==> src/rtl/pulse_train_generator.sv <==
// Pulse train generator: requests an operand pair from a producer over a soc/eoc
// handshake, then emits a pulse of numero cycles followed by gap low cycles.
module pulse_train_generator #(
  parameter int WIDTH        = 8,
  parameter bit CONT_DEFAULT = 1'b0
) (
  input  logic             clock,
  input  logic             reset,
  input  logic             start,
  input  logic             mode,
  input  logic [WIDTH-1:0] numero,
  input  logic [WIDTH-1:0] gap,
  output logic             soc,
  input  logic             eoc,
  output logic             out,
  output logic             busy,
  output logic             done
);

  typedef enum logic [2:0] {IDLE, REQ, WAIT, HIGH, LOW} state_t;

  localparam logic [WIDTH-1:0] ONE = WIDTH'(1);

  state_t           state, state_nx;
  logic [WIDTH-1:0] cnt, cnt_nx;
  logic [WIDTH-1:0] gap_cnt, gap_cnt_nx;
  logic             mode_reg, mode_reg_nx;
  logic             period_end;

  always_comb begin
    state_nx    = state;
    cnt_nx      = cnt;
    gap_cnt_nx  = gap_cnt;
    mode_reg_nx = mode_reg;
    period_end  = 1'b0;
    case (state)
      IDLE: begin
        if (start) begin
          mode_reg_nx = mode;
          state_nx    = REQ;
        end
      end
      // A level-high eoc on entry is stale; only a fresh 0->1 completes a conversion.
      REQ: begin
        if (!eoc) state_nx = WAIT;
      end
      WAIT: begin
        if (eoc) begin
          cnt_nx     = numero;
          gap_cnt_nx = gap;
          if (numero != '0)   state_nx   = HIGH;
          else if (gap != '0) state_nx   = LOW;
          else                period_end = 1'b1;
        end
      end
      HIGH: begin
        cnt_nx = cnt - ONE;
        if (cnt == ONE) begin
          if (gap_cnt != '0) state_nx   = LOW;
          else               period_end = 1'b1;
        end
      end
      LOW: begin
        gap_cnt_nx = gap_cnt - ONE;
        if (gap_cnt == ONE) period_end = 1'b1;
      end
      default: state_nx = IDLE;
    endcase
    if (period_end) state_nx = mode_reg ? REQ : IDLE;
  end

  // Outputs are derived from the next state so they are registered yet line up with it.
  always_ff @(posedge clock) begin
    if (reset) begin
      state    <= IDLE;
      cnt      <= '0;
      gap_cnt  <= '0;
      mode_reg <= CONT_DEFAULT;
      soc      <= 1'b0;
      out      <= 1'b0;
      busy     <= 1'b0;
      done     <= 1'b0;
    end else begin
      state    <= state_nx;
      cnt      <= cnt_nx;
      gap_cnt  <= gap_cnt_nx;
      mode_reg <= mode_reg_nx;
      soc      <= (state_nx == REQ);
      out      <= (state_nx == HIGH);
      busy     <= (state_nx != IDLE);
      done     <= period_end;
    end
  end

endmodule

==> config.mk <==
export PLATFORM = sky130hd
export DESIGN_NAME = pulse_train_generator
export DESIGN_NICKNAME = d
export VERILOG_FILES = /design/src/rtl/pulse_train_generator.sv
export SDC_FILE = /design/constraint.sdc
export NUM_CORES = 1
export LEC_CHECK = 0
export CORE_MARGIN = 4
export CORE_UTILIZATION = 55
export CTS_CLUSTER_SIZE = 30
export DETAILED_ROUTE_END_ITERATION = 12
export PLACE_DENSITY_LB_ADDON = 0.25
export RECOVER_POWER = 25
export SLEW_MARGIN = 40
export SYNTH_ARGS = -nofsm -noshare
export SYNTH_HDL_FRONTEND = slang
export SYNTH_SLANG_ARGS = --single-unit
==> constraint.sdc <==
create_clock -name clock -period 3.35 [get_ports clock]
set_clock_uncertainty 0.2 [all_clocks]
set_input_delay 0.5025 -clock clock [delete_from_list [all_inputs] [get_ports clock]]
set_output_delay 0.5025 -clock clock [all_outputs]
set_load 0.01 [all_outputs]
==> results by group, run 1 <==
Outcome
  – Status: complete, no violations

STA
  – Unrepaired setup endpoints after global routing: false
  – Slew Viols, Final: 0
  – Fmax: 0.417 GHz
  – Fin Hold WS: 0.321 ns
  – Worst slew margin: 47.8%
  – Crit path time final: 2.40 ns
  – Setup TNS: 0 ns
  – Period utilization: 71.6%
  – Final setup fails: 0
  – Final hold vios: 0
  – PnR worst setup slack: 0.950 ns
  – Worst slew pin tran: 0.782 ns

Routing
  – Final ANT Viol Nets: 0
  – DR vias: 1,398
  – DRT Pass-1 Iters: 4
  – # DRC: 0
  – Drt via density: 6.05
  – DR WL/cell: 14.4 microns
  – Final wirelength: 3320 microns
  – Initial drt markers: 72

Logic synthesis
  – Count of warnings emitted by yosys: 0
  – Top FF cell, synth: dfxtp_1
  – Synthesized area: 1380 sq um
  – Seq/Total Area, Yosys: 34.9%
  – Cells after Synth: 179
  – Share of Yosys cell area claimed by the top area cell type: 34.9%
  – Mean Syn Cell Area: 7.68 sq um
  – Area leader, netlist: dfxtp_1
  – Synth top area cells: dfxtp_1, nor2_1, a21oi_1
  – Synth Register Bits: 24
  – Async SR Flop Fraction: 0%
  – Syn Nets: 205
  – Yosys cell types: 41
  – EDFF count, synth: 0

Power and ir drop
  – Clock Power Share: 26.4%
  – NetSw: 0.161 mW
  – Max VDD drop: 0.350 mV
  – Reg power frac: 54.0%
  – Sw Share: 27.5%
  – Final total power: 0.588 mW
  – Comb pwr share: 19.7%
  – P_leak: 0.620 nW
  – PwrDens: 351 nW/um^2
  – P_int: 0.426 mW

Die
  – Die width: 58 microns
  – Starting Density: 59.9%
  – I/O pins: 25
  – Core Footprint: 2300 sq um
  – Die area: 3360 sq um
  – Row Count: 17
  – Die H: 58 microns

Cells and area
  – Fin area: 1680 sq um
  – Final core utilization: 72.9%
  – Area Growth Syn to Fin: 21.8%
  – Final net count: 230
  – Ant. Diodes: 0
  – Layout cells sized above 1: 6.90%
  – Final non-filler cell total: 231
  – Most common cell after layout, fill and taps aside: nor2_1
  – FILL cells: 191
  – Most frequent cells in the layout: nor2_1, dfxtp_1, a21oi_1, clkdlybuf4s50_1, nand2_1
  – Largest regs: cnt: 8 flops, gap_cnt: 8 flops, state: 3 flops

Placed design
  – Routability cong.: 0.866
  – Instance area at placement: 1640 sq um
  – HPWL Detailed: 2530 microns
  – # port buffers: 24
  – Placement Setup Slack: 0.610 ns
  – Placed insts: 227

Setup path
  – Setup Crit Path Kind: in2reg
  – Critical Path RT: 3.37 ns
  – Crit-path max FO: 13
  – Worst setup SP type: primary input
  – Critical Path AT: 2.42 ns
  – Crit path capture type: flip-flop
  – R2R Setup Slk: 1.01 ns

Clocking
  – Max Root-Sink Buffers: 2
  – Max H-tree Level: 1
  – Total CTS buffers: 3
  – CTS Sinks: 24
  – Clk pin slew, worst setup/hold paths: 0.14 ns
  – Post-CTS resize count: 0
  – Root buf cell: clkbuf_4
  – Post-CTS Setup Bufs: 0
  – Worst-skew pair later-pin latency: 0.32 ns
  – Hold_buf cts: 0
  – TritonCTS clock tree: done

Global routing
  – First-pass GRT wire length: 5740 microns
  – Initial antenna violation count: 0
  – Number of global-route vias before repair: 1,352
  – Remaining global-route overflow: 0
  – GRT Total Usage: 21.3%
  – Largest net degree at the start of global routing: 23

Hold path
  – Tightest Hold Check Type: reg2reg

Run
  – Max Cap Viol: 0
[logic make-up (layout without fill, tap and decap cells)]
logic type      count (synthesis)  after routing  synth area share [%]
simple gates                   84             84                  31.3
mux                             2              2                  1.55
flops                          24             24                  34.9
buf+inv                        17             41                  4.91
compound gates                 47             47                  22.7
fa+ha+maj                       5              5                  4.55
[synthesized netlist by cell type, types with 2 or more instances]
cell,n
a211oi_1,2
a21oi_1,19
a221oi_1,5
buf_2,3
clkbuf_1,4
dfxtp_1,24
ha_1,5
inv_1,10
nand2_1,13
nand2b_1,2
nand3_1,7
nand3b_1,2
nand4_1,3
nor2_1,33
nor3_1,9
nor4_1,5
o211ai_1,2
o21ai_0,5
o22ai_1,2
o31ai_1,2
or3_1,2
[final timing paths]
check,endpoint,depth (start not counted),from
setup reg to reg,gap_cnt[5]$_SDFFE_PP0P_,6,state[2]$_SDFF_PP0_
setup / recovery,out$_SDFF_PP0_,7,eoc
hold / removal,gap_cnt[2]$_SDFFE_PP0P_,2,gap_cnt[2]$_SDFFE_PP0P_
hold reg to reg,gap_cnt[2]$_SDFFE_PP0P_,2,gap_cnt[2]$_SDFFE_PP0P_
[power by group through the flow]
stage	combinational, mW	clock [mW]	sequential (mW)
3_3_place_gp	0.115	0	0.323
2_1_floorplan	0.0711	0	0.318
4_1_cts	0.118	0.158	0.317
3_5_place_dp	0.117	0	0.323
5_1_grt	0.130	0.170	0.320
6_report	0.116	0.155	0.317
[per-layer routing]
metal | part of all wire, % | global-route usage (%)
met2 | 48 | 36.1
met1 | 45 | 27.5
met4 | 1.8 | 8.61
met5 | 0 | 0
met3 | 5.1 | 2.00
[area by class of cell]
class,count,area (sq um),area share [%]
multi-input cells,138,827,49.4
flip-flops and latches,24,480,28.7
repair buffers,27,259,15.5
inverters,10,37.5,2.24
clock buffers,4,36.3,2.17
well taps,28,35.0,2.09
[worst max-delay path, stage by stage]
cell,delay [ns]
clkdlybuf4s50_1,0.53
nand3b_1,0.14
nand2b_1,0.38
o31a_1,0.40
and3_2,0.18
and3_1,0.15
a21boi_0,0.13
Power figures use the tool's default switching activity.
==> inputs of run 2 (changes only) <==
Settings changed: CORE_UTILIZATION 55 to 46.
Clock period 3.35 ns to 2.2 ns, I/O delays scaled along.
==> results by group, run 2 (synthesis results as in run 1) <==
Global routing
  – Remaining global-route overflow: 0 (unchanged)
  – Initial antenna violation count: 0 (unchanged)
  – First-pass GRT wire length: 6330 microns (+10%)
  – GRT Total Usage: 19.6% (-1.7 points)
  – Largest net degree at the start of global routing: 22 (-4.3%)
  – Number of global-route vias before repair: 1,403 (+3.8%)

Clocking
  – Max H-tree Level: 1 (unchanged)
  – TritonCTS clock tree: done
  – Clk pin slew, worst setup/hold paths: 0.14 ns (about the same)
  – CTS Sinks: 24 (unchanged)
  – Max Root-Sink Buffers: 2 (unchanged)
  – Root buf cell: clkbuf_4
  – Hold_buf cts: 0 (unchanged)
  – Worst-skew pair later-pin latency: 0.32 ns (about the same)
  – Total CTS buffers: 3 (unchanged)
  – Post-CTS Setup Bufs: 0 (unchanged)

Placed design
  – Placement Setup Slack: -0.219 ns (-0.829 ns)
  – Placed insts: 253 (+11%)
  – # port buffers: 24 (unchanged)
  – HPWL Detailed: 2780 microns (+10%)
  – Routability cong.: 0.890 (+2.9%)

STA
  – Fmax: 0.479 GHz
  – Slew Viols, Final: 0 (unchanged)
  – PnR worst setup slack: 0.110 ns (-0.840 ns)
  – Period utilization: 95.0%
  – Final setup fails: 0 (unchanged)
  – Unrepaired setup endpoints after global routing: false
  – Fin Hold WS: 0.335 ns (+0.0145 ns)
  – Final hold vios: 0 (unchanged)
  – Crit path time final: 2.09 ns
  – Worst slew margin: 73.1% (+25 points)
  – Worst slew pin tran: 0.401 ns (-0.381 ns)

Die
  – Core Footprint: 2810 sq um (+22%)
  – Die width: 62.7 microns (+8.1%)
  – I/O pins: 25 (unchanged)
  – Row Count: 19 (+2)
  – Die area: 3930 sq um (+17%)
  – Die H: 62.7 microns (+8.1%)
  – Starting Density: 49.0% (-11 points)

Hold path
  – Tightest Hold Check Type: reg2reg
  – Worst hold start: gap_cnt[2]$_SDFFE_PP0P_
  – Hold Path Depth: 2 (unchanged)
  – Worst Hold End: gap_cnt[2]$_SDFFE_PP0P_

Power and ir drop
  – Reg power frac: 51.7% (-2.3 points)
  – PwrDens: 498 nW/um^2 (+42%)
  – P_leak: 0.739 nW (+19%)
  – Sw Share: 27.7% (+0.24 points)
  – Max VDD drop: 0.301 mV (-14%)
  – Final total power: 0.932 mW (+59%)
  – Clock Power Share: 26.0% (-0.4 points)
  – Comb pwr share: 22.4% (+2.7 points)
  – P_int: 0.674 mW (+58%)
  – NetSw: 0.258 mW (+60%)

Routing
  – Final wirelength: 3620 microns (+9.1%)
  – DR WL/cell: 14.1 microns (-2.0%)
  – DRT Pass-1 Iters: 4 (unchanged)
  – Initial drt markers: 95 (+32%)
  – DR vias: 1,455 (+4.1%)
  – Final ANT Viol Nets: 0 (unchanged)
  – # DRC: 0 (unchanged)
  – Drt via density: 5.66 (-6.5%)

Cells and area
  – Most frequent cells in the layout: nor2_1, buf_4, dfxtp_1
  – Most common cell after layout, fill and taps aside: nor2_1
  – Area Growth Syn to Fin: 36.0%
  – Layout cells sized above 1: 17.3% (+10 points)
  – Final net count: 253 (+10%)
  – Final core utilization: 66.7% (-6.2 points)
  – FILL cells: 242 (+27%)
  – Final non-filler cell total: 257 (+11%)
  – Ant. Diodes: 0 (unchanged)
  – Largest regs: cnt: 8 flops, gap_cnt: 8 flops, state: 3 flops

Setup path
  – Reg-to-reg endpoint: soc$_SDFF_PP0_
  – Worst path cell trace: clkdlybuf4s50_1 > nor4_1 > buf_4 > nand2_1 > o31a_1 > o21a_1 > nand2b_4 > a221oi_2
  – Setup Crit Path Kind: in2reg
  – R2R Setup Slk: 0.15 ns (-0.86 ns)
  – Reg2Reg Depth: 6 (unchanged)
  – Slowest-stage cell, CP: clkdlybuf4s50_1
  – Worst path max stage delay: 0.42 ns (-0.11 ns)
  – Critical Path AT: 2.14 ns (-0.28 ns)
  – Reg-to-reg startpoint: cnt[2]$_SDFFE_PP0P_
  – Crit path capture type: flip-flop
  – Critical Path RT: 2.25 ns (-1.12 ns)
  – Worst setup SP type: primary input
  – Crit-path max FO: 4 (-9)

Outcome
  – Status: complete, no violations

Run
  – Max Cap Viol: 0 (unchanged)
run 2: cell types whose count changed in the layout (fill, tap and decap cells not counted):
cell | before | now
nor4_1 | 5 | 4
clkbuf_1 | 1 | 0
buf_4 | 2 | 26
clkdlybuf4s50_1 | 19 | 21
dlygate4sd3_1 | 5 | 3
nor4_4 | 1 | 2
run 2: metal layers:
metal / global-route usage (%) / share of wire (%) / vias up / routed length (microns)
met3: 5.22 / 4.4 / 5 / 158
met2: 34.8 / 51 / 36 / 1850
met4: 3.31 / 0.99 / 0 / 36
met1: 24.0 / 44 / 669 / 1580
met5: 0 / 0 / - / 0
li1: - / - / 745 / -
run 2: what timing repair did:
action / in CTS / in global routing
endpoints found under the setup margin: 0 / 2
endpoints found under the hold margin: 0 / 0
resized for setup: 0 / 2
run 2: critical path, delay by kind of cell:
kind	cells	cell delay, ns
AO/OA/AOI/OAI	3	0.59
AND/OR/NAND/NOR	3	0.61
buffers and inverters	2	0.60
run 2: area by class of cell:
class                   count  area [sq um]  area share, %
clock buffers               4          36.3           1.94
inverters                  10          37.5           2.01
multi-input cells         138           842           45.0
flip-flops and latches     24           480           25.7
well taps                  31          38.8           2.07
repair buffers             50           435           23.3
run 2: power by group through the flow:
stage          logic, mW  registers, mW  clock network, mW
2_1_floorplan      0.108          0.484                  0
3_5_place_dp       0.206          0.490                  0
5_1_grt            0.233          0.486              0.265
3_3_place_gp       0.200          0.490                  0
4_1_cts            0.207          0.481              0.244
6_report           0.208          0.481              0.242
run 2: worst max path at each step:
stage	endpoint	startpoint	depth (start not counted)	slack, ns
3_5_place_dp	soc$_SDFF_PP0_	gap[6]	8	-0.22
2_1_floorplan	soc$_SDFF_PP0_	cnt[2]$_SDFFE_PP0P_	6	0.22
4_1_cts	soc$_SDFF_PP0_	gap[6]	8	0.12
6_report	soc$_SDFF_PP0_	gap[6]	8	0.11
5_1_grt	soc$_SDFF_PP0_	cnt[2]$_SDFFE_PP0P_	6	0.002
3_3_place_gp	soc$_SDFF_PP0_	gap[6]	8	-0.15
run 2: stage by stage:
step	setup TNS [ns]	cell area, sq um
CTS	0	1860
global placement	-0.517	1820
floorplan	0	1380
detailed placement	-0.965	1820
global route	0	1870
finish	0	1870
==> inputs of run 3 (changes only) <==
Settings changed: CAP_MARGIN set to 0.
==> results of run 3 <==
The final DEF is identical to that of run 2; final timing and power are the same.
